File: src/rtl/riscv_mul_arbiter_pkg.sv
// Shared constants and types for the dual-core multiplier arbiter:
// core count, the in-flight tag layout and the request bundle.
package riscv_mul_arbiter_pkg;

  localparam int MUL_ARB_CORES = 2;
  localparam int TAG_RD_W      = 5;

  typedef struct packed {
    logic                live;
    logic                core;
    logic [TAG_RD_W-1:0] rd_idx;
  } mul_tag_t;

  localparam int TAG_W = $bits(mul_tag_t);

  typedef struct packed {
    logic [31:0]         opcode;
    logic [31:0]         pc;
    logic [31:0]         ra;
    logic [31:0]         rb;
    logic [TAG_RD_W-1:0] rd_idx;
  } mul_req_t;

endpackage

File: src/rtl/riscv_mul_arbiter_if.sv
// Core request/response ports and multiplier drive bus of the arbiter.
// slave = arbiter side, master = cores plus multiplier side.
interface riscv_mul_arbiter_if;

  logic        req0_valid_i, req1_valid_i;
  logic [31:0] req0_opcode_i, req1_opcode_i;
  logic [31:0] req0_pc_i, req1_pc_i;
  logic [4:0]  req0_rd_idx_i, req1_rd_idx_i;
  logic [31:0] req0_ra_operand_i, req1_ra_operand_i;
  logic [31:0] req0_rb_operand_i, req1_rb_operand_i;
  logic        req0_ready_o, req1_ready_o;
  logic        flush0_i, flush1_i;
  logic        resp0_valid_o, resp1_valid_o;
  logic [31:0] resp0_value_o, resp1_value_o;
  logic [4:0]  resp0_rd_idx_o, resp1_rd_idx_o;
  logic        resp0_accept_i, resp1_accept_i;
  logic        mul_valid_o;
  logic [31:0] mul_opcode_o, mul_pc_o, mul_ra_operand_o, mul_rb_operand_o;
  logic [4:0]  mul_rd_idx_o;
  logic [31:0] mul_result_i;

  modport slave (
    input  req0_valid_i, req1_valid_i, req0_opcode_i, req1_opcode_i,
           req0_pc_i, req1_pc_i, req0_rd_idx_i, req1_rd_idx_i,
           req0_ra_operand_i, req1_ra_operand_i, req0_rb_operand_i, req1_rb_operand_i,
           flush0_i, flush1_i, resp0_accept_i, resp1_accept_i, mul_result_i,
    output req0_ready_o, req1_ready_o,
           resp0_valid_o, resp1_valid_o, resp0_value_o, resp1_value_o,
           resp0_rd_idx_o, resp1_rd_idx_o,
           mul_valid_o, mul_opcode_o, mul_pc_o, mul_ra_operand_o, mul_rb_operand_o,
           mul_rd_idx_o
  );

  modport master (
    output req0_valid_i, req1_valid_i, req0_opcode_i, req1_opcode_i,
           req0_pc_i, req1_pc_i, req0_rd_idx_i, req1_rd_idx_i,
           req0_ra_operand_i, req1_ra_operand_i, req0_rb_operand_i, req1_rb_operand_i,
           flush0_i, flush1_i, resp0_accept_i, resp1_accept_i, mul_result_i,
    input  req0_ready_o, req1_ready_o,
           resp0_valid_o, resp1_valid_o, resp0_value_o, resp1_value_o,
           resp0_rd_idx_o, resp1_rd_idx_o,
           mul_valid_o, mul_opcode_o, mul_pc_o, mul_ra_operand_o, mul_rb_operand_o,
           mul_rd_idx_o
  );

endinterface

File: src/rtl/riscv_mul_arb_tag_pipe.sv
// Tag shift register that tracks multiplier operations in flight, one entry
// per multiplier stage, with a per-core kill that clears live bits.
module riscv_mul_arb_tag_pipe
  import riscv_mul_arbiter_pkg::*;
#(
  parameter int STAGES = 2
) (
  input  logic                     clk,
  input  logic                     rst,
  input  mul_tag_t                 load,
  input  logic [MUL_ARB_CORES-1:0] kill,
  output mul_tag_t                 tail,
  output logic [MUL_ARB_CORES-1:0] live
);

  mul_tag_t stage_q [STAGES];

  always_ff @(posedge clk or posedge rst) begin
    if (rst) begin
      for (int i = 0; i < STAGES; i++) stage_q[i] <= '0;
    end else begin
      stage_q[0] <= load;
      for (int i = 1; i < STAGES; i++) begin
        stage_q[i]      <= stage_q[i-1];
        stage_q[i].live <= stage_q[i-1].live & ~kill[stage_q[i-1].core];
      end
    end
  end

  assign tail = stage_q[STAGES-1];

  // Per-core "anything live in flight" summary feeds the busy logic.
  always_comb begin
    live = '0;
    for (int i = 0; i < STAGES; i++)
      if (stage_q[i].live) live[stage_q[i].core] = 1'b1;
  end

endmodule

File: src/rtl/riscv_mul_arbiter.sv
// Round-robin sharing of one pipelined multiplier between two cores, with
// tag tracking, per-core response buffers and flush of outstanding work.
module riscv_mul_arbiter
  import riscv_mul_arbiter_pkg::*;
#(
  parameter int MULT_STAGES = 2
) (
  input  logic               clk_i,
  input  logic               rst_i,
  riscv_mul_arbiter_if.slave bus
);

  localparam int NC = MUL_ARB_CORES;

  logic [NC-1:0] req_valid, flush, accept;
  logic [NC-1:0] inflight, busy, free, eligible, grant, wr;
  mul_req_t      req [NC];
  mul_req_t      sel;
  mul_tag_t      load, tail;
  logic          last_q, gsel;

  logic [NC-1:0]                resp_valid_q;
  logic [NC-1:0][31:0]          resp_value_q;
  logic [NC-1:0][TAG_RD_W-1:0]  resp_rd_q;

  assign req_valid = {bus.req1_valid_i, bus.req0_valid_i};
  assign flush     = {bus.flush1_i, bus.flush0_i};
  assign accept    = {bus.resp1_accept_i, bus.resp0_accept_i};

  assign req[0] = '{opcode: bus.req0_opcode_i, pc: bus.req0_pc_i, ra: bus.req0_ra_operand_i,
                    rb: bus.req0_rb_operand_i, rd_idx: bus.req0_rd_idx_i};
  assign req[1] = '{opcode: bus.req1_opcode_i, pc: bus.req1_pc_i, ra: bus.req1_ra_operand_i,
                    rb: bus.req1_rb_operand_i, rd_idx: bus.req1_rd_idx_i};

  // A buffered result being accepted this cycle frees the core immediately.
  always_comb begin
    busy     = inflight | resp_valid_q;
    free     = ~busy | (resp_valid_q & accept & ~inflight);
    eligible = req_valid & free & ~flush & {NC{~rst_i}};
    grant    = eligible;
    if (&eligible) begin
      grant          = '0;
      grant[~last_q] = 1'b1;
    end
  end

  assign gsel = grant[1];
  assign sel  = (|grant) ? req[gsel] : '0;

  assign bus.req0_ready_o     = grant[0];
  assign bus.req1_ready_o     = grant[1];
  assign bus.mul_valid_o      = |grant;
  assign bus.mul_opcode_o     = sel.opcode;
  assign bus.mul_pc_o         = sel.pc;
  assign bus.mul_ra_operand_o = sel.ra;
  assign bus.mul_rb_operand_o = sel.rb;
  assign bus.mul_rd_idx_o     = sel.rd_idx;

  assign load = '{live: |grant, core: gsel, rd_idx: sel.rd_idx};

  riscv_mul_arb_tag_pipe #(
    .STAGES (MULT_STAGES)
  ) u_tag_pipe (
    .clk  (clk_i),
    .rst  (rst_i),
    .load (load),
    .kill (flush),
    .tail (tail),
    .live (inflight)
  );

  // A flush landing on the same cycle as the result suppresses the write.
  always_comb begin
    wr = '0;
    for (int n = 0; n < NC; n++)
      wr[n] = tail.live & (tail.core == n[0]) & ~flush[n];
  end

  always_ff @(posedge clk_i or posedge rst_i) begin
    if (rst_i) begin
      last_q       <= 1'b1;
      resp_valid_q <= '0;
      resp_value_q <= '0;
      resp_rd_q    <= '0;
    end else begin
      if (|grant) last_q <= gsel;
      for (int n = 0; n < NC; n++) begin
        if (flush[n]) begin
          resp_valid_q[n] <= 1'b0;
        end else if (wr[n]) begin
          resp_valid_q[n] <= 1'b1;
          resp_value_q[n] <= bus.mul_result_i;
          resp_rd_q[n]    <= tail.rd_idx;
        end else if (accept[n]) begin
          resp_valid_q[n] <= 1'b0;
        end
      end
    end
  end

  assign bus.resp0_valid_o  = resp_valid_q[0];
  assign bus.resp1_valid_o  = resp_valid_q[1];
  assign bus.resp0_value_o  = resp_value_q[0];
  assign bus.resp1_value_o  = resp_value_q[1];
  assign bus.resp0_rd_idx_o = resp_rd_q[0];
  assign bus.resp1_rd_idx_o = resp_rd_q[1];

endmodule

File: src/flat_wrapper.sv
// flat-port wrapper written by rule: the top's interface ports become plain ports
module riscv_mul_arbiter_flat import riscv_mul_arbiter_pkg::*;
#(
  parameter int MULT_STAGES = 2
)
  (clk_i, rst_i, bus_req0_valid_i, bus_req1_valid_i, bus_req0_opcode_i, bus_req1_opcode_i, bus_req0_pc_i, bus_req1_pc_i, bus_req0_rd_idx_i, bus_req1_rd_idx_i, bus_req0_ra_operand_i, bus_req1_ra_operand_i, bus_req0_rb_operand_i, bus_req1_rb_operand_i, bus_flush0_i, bus_flush1_i, bus_resp0_accept_i, bus_resp1_accept_i, bus_mul_result_i, bus_req0_ready_o, bus_req1_ready_o, bus_resp0_valid_o, bus_resp1_valid_o, bus_resp0_value_o, bus_resp1_value_o, bus_resp0_rd_idx_o, bus_resp1_rd_idx_o, bus_mul_valid_o, bus_mul_opcode_o, bus_mul_pc_o, bus_mul_ra_operand_o, bus_mul_rb_operand_o, bus_mul_rd_idx_o);
  riscv_mul_arbiter_if bus_i ();
  input  logic clk_i;
  input  logic rst_i;
  input wire logic [$bits(bus_i.req0_valid_i)-1:0] bus_req0_valid_i;
  input wire logic [$bits(bus_i.req1_valid_i)-1:0] bus_req1_valid_i;
  input wire logic [$bits(bus_i.req0_opcode_i)-1:0] bus_req0_opcode_i;
  input wire logic [$bits(bus_i.req1_opcode_i)-1:0] bus_req1_opcode_i;
  input wire logic [$bits(bus_i.req0_pc_i)-1:0] bus_req0_pc_i;
  input wire logic [$bits(bus_i.req1_pc_i)-1:0] bus_req1_pc_i;
  input wire logic [$bits(bus_i.req0_rd_idx_i)-1:0] bus_req0_rd_idx_i;
  input wire logic [$bits(bus_i.req1_rd_idx_i)-1:0] bus_req1_rd_idx_i;
  input wire logic [$bits(bus_i.req0_ra_operand_i)-1:0] bus_req0_ra_operand_i;
  input wire logic [$bits(bus_i.req1_ra_operand_i)-1:0] bus_req1_ra_operand_i;
  input wire logic [$bits(bus_i.req0_rb_operand_i)-1:0] bus_req0_rb_operand_i;
  input wire logic [$bits(bus_i.req1_rb_operand_i)-1:0] bus_req1_rb_operand_i;
  input wire logic [$bits(bus_i.flush0_i)-1:0] bus_flush0_i;
  input wire logic [$bits(bus_i.flush1_i)-1:0] bus_flush1_i;
  input wire logic [$bits(bus_i.resp0_accept_i)-1:0] bus_resp0_accept_i;
  input wire logic [$bits(bus_i.resp1_accept_i)-1:0] bus_resp1_accept_i;
  input wire logic [$bits(bus_i.mul_result_i)-1:0] bus_mul_result_i;
  output wire logic [$bits(bus_i.req0_ready_o)-1:0] bus_req0_ready_o;
  output wire logic [$bits(bus_i.req1_ready_o)-1:0] bus_req1_ready_o;
  output wire logic [$bits(bus_i.resp0_valid_o)-1:0] bus_resp0_valid_o;
  output wire logic [$bits(bus_i.resp1_valid_o)-1:0] bus_resp1_valid_o;
  output wire logic [$bits(bus_i.resp0_value_o)-1:0] bus_resp0_value_o;
  output wire logic [$bits(bus_i.resp1_value_o)-1:0] bus_resp1_value_o;
  output wire logic [$bits(bus_i.resp0_rd_idx_o)-1:0] bus_resp0_rd_idx_o;
  output wire logic [$bits(bus_i.resp1_rd_idx_o)-1:0] bus_resp1_rd_idx_o;
  output wire logic [$bits(bus_i.mul_valid_o)-1:0] bus_mul_valid_o;
  output wire logic [$bits(bus_i.mul_opcode_o)-1:0] bus_mul_opcode_o;
  output wire logic [$bits(bus_i.mul_pc_o)-1:0] bus_mul_pc_o;
  output wire logic [$bits(bus_i.mul_ra_operand_o)-1:0] bus_mul_ra_operand_o;
  output wire logic [$bits(bus_i.mul_rb_operand_o)-1:0] bus_mul_rb_operand_o;
  output wire logic [$bits(bus_i.mul_rd_idx_o)-1:0] bus_mul_rd_idx_o;
  assign bus_i.req0_valid_i = bus_req0_valid_i;
  assign bus_i.req1_valid_i = bus_req1_valid_i;
  assign bus_i.req0_opcode_i = bus_req0_opcode_i;
  assign bus_i.req1_opcode_i = bus_req1_opcode_i;
  assign bus_i.req0_pc_i = bus_req0_pc_i;
  assign bus_i.req1_pc_i = bus_req1_pc_i;
  assign bus_i.req0_rd_idx_i = bus_req0_rd_idx_i;
  assign bus_i.req1_rd_idx_i = bus_req1_rd_idx_i;
  assign bus_i.req0_ra_operand_i = bus_req0_ra_operand_i;
  assign bus_i.req1_ra_operand_i = bus_req1_ra_operand_i;
  assign bus_i.req0_rb_operand_i = bus_req0_rb_operand_i;
  assign bus_i.req1_rb_operand_i = bus_req1_rb_operand_i;
  assign bus_i.flush0_i = bus_flush0_i;
  assign bus_i.flush1_i = bus_flush1_i;
  assign bus_i.resp0_accept_i = bus_resp0_accept_i;
  assign bus_i.resp1_accept_i = bus_resp1_accept_i;
  assign bus_i.mul_result_i = bus_mul_result_i;
  assign bus_req0_ready_o = bus_i.req0_ready_o;
  assign bus_req1_ready_o = bus_i.req1_ready_o;
  assign bus_resp0_valid_o = bus_i.resp0_valid_o;
  assign bus_resp1_valid_o = bus_i.resp1_valid_o;
  assign bus_resp0_value_o = bus_i.resp0_value_o;
  assign bus_resp1_value_o = bus_i.resp1_value_o;
  assign bus_resp0_rd_idx_o = bus_i.resp0_rd_idx_o;
  assign bus_resp1_rd_idx_o = bus_i.resp1_rd_idx_o;
  assign bus_mul_valid_o = bus_i.mul_valid_o;
  assign bus_mul_opcode_o = bus_i.mul_opcode_o;
  assign bus_mul_pc_o = bus_i.mul_pc_o;
  assign bus_mul_ra_operand_o = bus_i.mul_ra_operand_o;
  assign bus_mul_rb_operand_o = bus_i.mul_rb_operand_o;
  assign bus_mul_rd_idx_o = bus_i.mul_rd_idx_o;
  riscv_mul_arbiter #(.MULT_STAGES(MULT_STAGES)) u_core (.clk_i(clk_i), .rst_i(rst_i), .bus(bus_i));
endmodule
File: config.mk
export PLATFORM = sky130hd
export DESIGN_NAME = riscv_mul_arbiter_flat
export DESIGN_NICKNAME = d
export VERILOG_FILES = /design/src/rtl/riscv_mul_arbiter_pkg.sv /design/src/rtl/riscv_mul_arbiter_if.sv /design/src/rtl/riscv_mul_arb_tag_pipe.sv /design/src/rtl/riscv_mul_arbiter.sv /design/src/flat_wrapper.sv
export SDC_FILE = /design/constraint.sdc
export NUM_CORES = 1
export LEC_CHECK = 0
export CAP_MARGIN = 25
export CORE_AREA = 5 5 198 200
export CTS_BUF_LIST = sky130_fd_sc_hd__clkbuf_4
export DETAILED_ROUTE_END_ITERATION = 8
export DIE_AREA = 0 0 203 205
export GPL_TIMING_DRIVEN = 0
export MAX_ROUTING_LAYER = met4
export PLACE_DENSITY = 0.55
export REMOVE_ABC_BUFFERS = 1
export SLEW_MARGIN = 10
export SYNTH_ARGS = -nofsm -noshare
export SYNTH_HDL_FRONTEND = slang
export SYNTH_HIERARCHICAL = 1
export SYNTH_SLANG_ARGS = --single-unit
File: constraint.sdc
create_clock -name clk_i -period 6.8 [get_ports clk_i]
set_input_delay 1.36 -clock clk_i [delete_from_list [all_inputs] [get_ports clk_i]]
set_output_delay 1.36 -clock clk_i [all_outputs]
set_load 0.01 [all_outputs]
==> Word level (Yosys, flattened, before mapping) <==
Cells that the tools add are included.
{ "totals": {"register_bits": 91, "out_inout_bits": 212, "wordCells": 73, "inputBits": 306} }
{ "classes": {"muxes": 21, "n_reduce_logical": 9, "magnitude_cmp": 7, "bitwise": 23} }
{ "ops": {"columns": ["operator", "count"], "rows": [
  ["$mux W133", 4],
  ["$mux W1", 11],
  ["$and A2 B2 Y2", 5],
  ["$lt A1 B2 Y1 const B", 3],
  ["$mux W2", 3],
  ["$not A1 Y1", 6],
  ["$not A2 Y2", 3],
  ["$or A2 B2 Y2", 3],
  ["$reduce_and A2 Y1", 3],
  ["$reduce_bool A3 Y1", 2],
  ["$and A1 B1 Y1", 5],
  ["$demux W1 S1", 3],
  ["$ge A1 B1 Y1 const B", 3],
  ["$logic_and A1 B1 Y1", 3],
  ["$ge A2 B2 Y1 const B", 1],
  ["$not A1 Y2", 1],
  ["$reduce_or A2 Y1", 1]
]} }

==> Longest topological paths before layout <==
{ "logic_depth": {"ltp_word": 20, "ltp_mapped": 8, "depth_no_buf": 5} }

==> Modules after synthesis <==
The synthesis kept the hierarchy.
{ "modules_own_cells": {"columns": ["mod", "seq_area_each_um2", "instances", "area_each_um2", "cells_per_inst"], "rows": [
  ["riscv_mul_arbiter", 1928.1, 1, 4262.8, 337],
  ["riscv_mul_arb_tag_pipe", 350.3, 1, 444.2, 28]
]} }

==> Worst setup path before layout <==
No wires, ideal clock.
{ "synth_path": {"kind": "input -> output", "startpoint": "input bus_flush1_i", "endpoint": "output bus_mul_opcode_o[0]", "path_buffers": 3, "cell_stages": 6, "t_required_ps": 5440, "arrival_time_ps": 2895, "path_slack_ps": 2545, "cell_sequence": "or4b_4 o311a_1 buf_2 buf_6 buf_6 a22o_1"} }
{ "synth_via": {"elab_chain_len": 10, "word_cells_on_any_way": 11} }
{ "synth_rtl": {"columns": ["element", "line_no", "rtl"], "rows": [
  ["start: declaration", "flat_wrapper.sv:23", "input wire logic [$bits(bus_i.flush1_i)-1:0] bus_flush1_i;"],
  ["$not A2 Y2 *", "riscv_mul_arbiter.sv:39", "eligible = req_valid & free & ~flush & {NC{~rst_i}};"],
  ["$and A2 B2 Y2 * (2 in series)", "riscv_mul_arbiter.sv:39", null],
  ["$reduce_and A2 Y1", "riscv_mul_arbiter.sv:41", "if (&eligible) begin"],
  ["$mux W2 *", "riscv_mul_arbiter.sv:41", null],
  ["$not A1 Y2 (implied by the code)", "riscv_mul_arbiter.sv:48", "assign sel = (|grant) ? req[gsel] : '0;"],
  ["$mux W133 (implied by the code) (3 in series)", "riscv_mul_arbiter.sv:48", null],
  ["$mux W133 *", "riscv_mul_arbiter.sv:48", null],
  ["end: declaration", "flat_wrapper.sv:36", "output wire logic [$bits(bus_i.mul_opcode_o)-1:0] bus_mul_opcode_o;"]
]} }
Mark *: on every way between the ends. The rest lies on a longest branch, timed or not. The select of a mux whose other input is x is not followed.

==> Worst setup path in the final report <==
{ "layout_path": {"startpoint": "input bus_flush1_i", "endpoint": "output bus_mul_rd_idx_o[3]"} }
{ "layout_via": {"elab_chain_len": 10, "word_cells_on_any_way": 11} }
{ "layout_rtl": {"columns": ["element", "line_no", "rtl"], "rows": [
  ["$not A2 Y2 *", "riscv_mul_arbiter.sv:39", null],
  ["$and A2 B2 Y2 * (2 in series)", "riscv_mul_arbiter.sv:39", null],
  ["$reduce_and A2 Y1", "riscv_mul_arbiter.sv:41", null],
  ["$mux W2 *", "riscv_mul_arbiter.sv:41", null],
  ["$not A1 Y2 (implied by the code)", "riscv_mul_arbiter.sv:48", null],
  ["$mux W133 (implied by the code) (3 in series)", "riscv_mul_arbiter.sv:48", null],
  ["$mux W133 *", "riscv_mul_arbiter.sv:48", null],
  ["end: declaration", "flat_wrapper.sv:40", "output wire logic [$bits(bus_i.mul_rd_idx_o)-1:0] bus_mul_rd_idx_o;"]
]} }
Marked as above.

==> impl_metrics.toml <==
[global_routing]
overflow = 0
antenna_found_initial = 9
grt_pass1_vias = 5928
grt_usage_pct = 15.0
grt_max_degree = 81
grt_pass1_wl_um = 43700

[synthesis]
yosys_register_bits = 91
ys_warn_count = 6
synthesis.area_mm2 = 0.00471
syn_area_per_cell_um2 = 12.9
synth_edf_count = 0
ys_types = 26
synth_flop_cell = "dfrtp_1"
yosysTopAreaCellShare_pct = 47.8
yosys.area.top_type = "dfrtp_1"
netlist_top_cells_area = "dfrtp_1 48%, a22o_1 25%, mux2_2 18%, buf_6 1.7%, buf_2 1.6%"
yosysSeqAreaShare_pct = 48.4
async_flop_share_pct = 100
postSynthCellCount = 365

[worst_hold_path]
min_from = "u_core/u_tag_pipe/stage_q[8]"
hold_path_class = "reg2reg"

[clock_tree]
root_buffer = "clkbuf_4"
clock_latency_ns = 0.43
path_clk_slew_ns = 0.12
cts.sinks = 91
cts_resized = 0
htreeDepth = 3
cts_buffers = 9
clk_path_buf_depth = 2
cts_tree = "yes"

[sta]
fmax_mhz = 157
rsz0062_at_grt = "false"
fin_crit_sh_pct = 93.8
drv_slew = 0
tightest_slew_ns = 0.921
fin_crit_ns = 6.38
relSlewSlack_pct = 37.7
whs_ns = 0.366
finalHoldViolations = 0
finalClockSkew_ns = 0.0221
setup_viol = 0

[drt]
ant_nets = 0
drc = 0
drt_iter0_markers = 209
firstDrtPassIters = 4
routed_wl_um = 32100
post_drt_wl_per_cell_um = 23.8
viasPerCell = 3.95
num_vias = 5318

[floorplan]
core_mm2 = 0.0372
die_w_um = 203
die_h_um = 205
dieArea_mm2 = 0.0416
initial_core_util_pct = 12.6
pin_count = 518
rows = 71

[power_and_ir_drop]
power_mw = 1.78
p_leak_nw = 4.21
ir_drop_uv = 73.9
p_per_area_mw_per_mm2 = 168

[placed_design]
port_buffers = 517
hpwl_um = 27500
place_area_mm2 = 0.0104
gp_congestion = 0.882

[setup_path]
rr_startpoint = "u_core/u_tag_pipe/stage_q[12]"
slowest_stage = "clkdlybuf4s50_1"
cp.arrival_ns = 5.02
crit_required_ns = 5.44
critPathLaunchType = "input pin"
worstSetupEndpointType = "output port"
cp_top_family = "buffers and inverters"
critPathBufInv = 8
worst_path_largest_cell_delay_ns = 0.67
crit_type = "in2out"
crit_chain = "clkdlybuf4s50_1, or4b_4, a311oi_4, buf_16, buf_6, buf_8, buf_6, buf_6, buf_6, a22o_1, clkdlybuf4s50_1"
cp_common_cell = "buf_6"
worst-path-max-fanout = 22
crit_start = "bus_flush1_i"

[job]
drv_cap = 0

[final_layout]
layout-drive-gt1-share_pct = 12.9
finalNetCount = 1171
fin_area_mm2 = 0.0106
syn_to_final_growth_pct = 126
post-route-util_pct = 28.6
fillers = 3889

[status]
status = "complete, no violations"
[worst paths after layout]
kind                                                  to  slack (ns)  cells past startpoint
hold / removal                 u_core/u_tag_pipe/tail[1]        0.37                      0
setup reg to reg           u_core/u_tag_pipe/stage_q[10]        3.54                     10
hold reg to reg                u_core/u_tag_pipe/tail[1]        0.37                      0
max in group asynchronous   u_core/bus.resp0_value_o[14]        4.91                      3
setup / recovery                     bus_mul_rd_idx_o[3]        0.42                     11
min in group asynchronous    u_core/bus.resp1_value_o[6]        1.28                      2
[synthesized netlist by cell type (2+ instances only)]
cell type and instances:
a22o_1 133, dfrtp_1 90, mux2_2 74, buf_2 15
clkbuf_1 13, buf_4 7, buf_6 7, inv_1 4
nand2b_1 3, nor2b_1 2, o21ai_0 2
[cells in the final DEF (no fill, tap or decap), types with 2 or more instances in the layout]
cell / instances
clkdlybuf4s50_1: 517
a22o_1: 133
dfrtp_1: 90
mux2_2: 74
clkbuf_4: 9
buf_6: 4
buf_8: 4
buf_4: 3
nand2b_1: 3
buf_16: 3
inv_1: 3
diode_2: 2
bufinv_16: 2
inv_6: 2
clkinv_2: 2
nor2b_1: 2
o21ai_0: 2
[state kept, by name (all words and copies together), names as in the netlist]
register	cells
u_core/bus.resp0_rd_idx_o	5
u_core/bus.resp0_value_o	32
u_core/bus.resp1_rd_idx_o	5
u_core/bus.resp1_value_o	32
u_core/last_q	1
u_core/resp_valid_q	2
u_core/u_tag_pipe/stage_q	7
u_core/u_tag_pipe/tail	7
[through the flow]
step | cells | setup TNS [ns] | setup slack (ns)
6_report | 1346 | 0 | 0.422
5_1_grt | 1346 | 0 | 0.257
4_1_cts | 1341 | 0 | 0.0401
3_5_place_dp | 1325 | -0.0102 | -0.0102
3_3_place_gp | 1313 | -272.44 | -2.34
2_1_floorplan | 322 | 0 | 0.306
[final cells by class]
cell class                 count  area, µm²  area share, %
timing repair buffer         532       5410           50.8
sequential                    91       2280           21.4
multi-input combinational    227       2170           20.4
tap                          474        593           5.57
clock inverter                 7       98.8          0.929
clock buffer                   9       67.6          0.635
inverter                       4       17.5          0.165
antenna                        2       5.00         0.0470
[layer usage]
| metal | vias to the layer above | GRT usage [%] | wire length, µm |
|---|---|---|---|
| met4 | 0 | 2.79 | 497 |
| li1 | 2443 | - | - |
| met3 | 31 | 5.45 | 2970 |
| met1 | 2551 | 17.5 | 12800 |
| met5 | - | - | 0 |
| met2 | 293 | 25.2 | 15800 |
[power breakdown]
part	internal (mW)	switching, mW
logic	0.483	0.264
clock network	0.153	0.194
registers	0.640	0.0502
[what timing repair did]
item / CTS / global route
endpoints found under the setup margin: 2 / 16
hold buffers: 0 / 0
pin swaps: 1 / 1
setup buffers: 0 / 3
[cells by family after synthesis]
kind of cell | after synthesis | synth area share [%]
muxes | 74 | 17.7
buffers and inverters | 47 | 5.82
DFF | 91 | 48.4
AOI/OAI and AO/OA | 142 | 26.5
and+or+nand+nor | 11 | 1.57
Power figures use the tool's default switching activity.
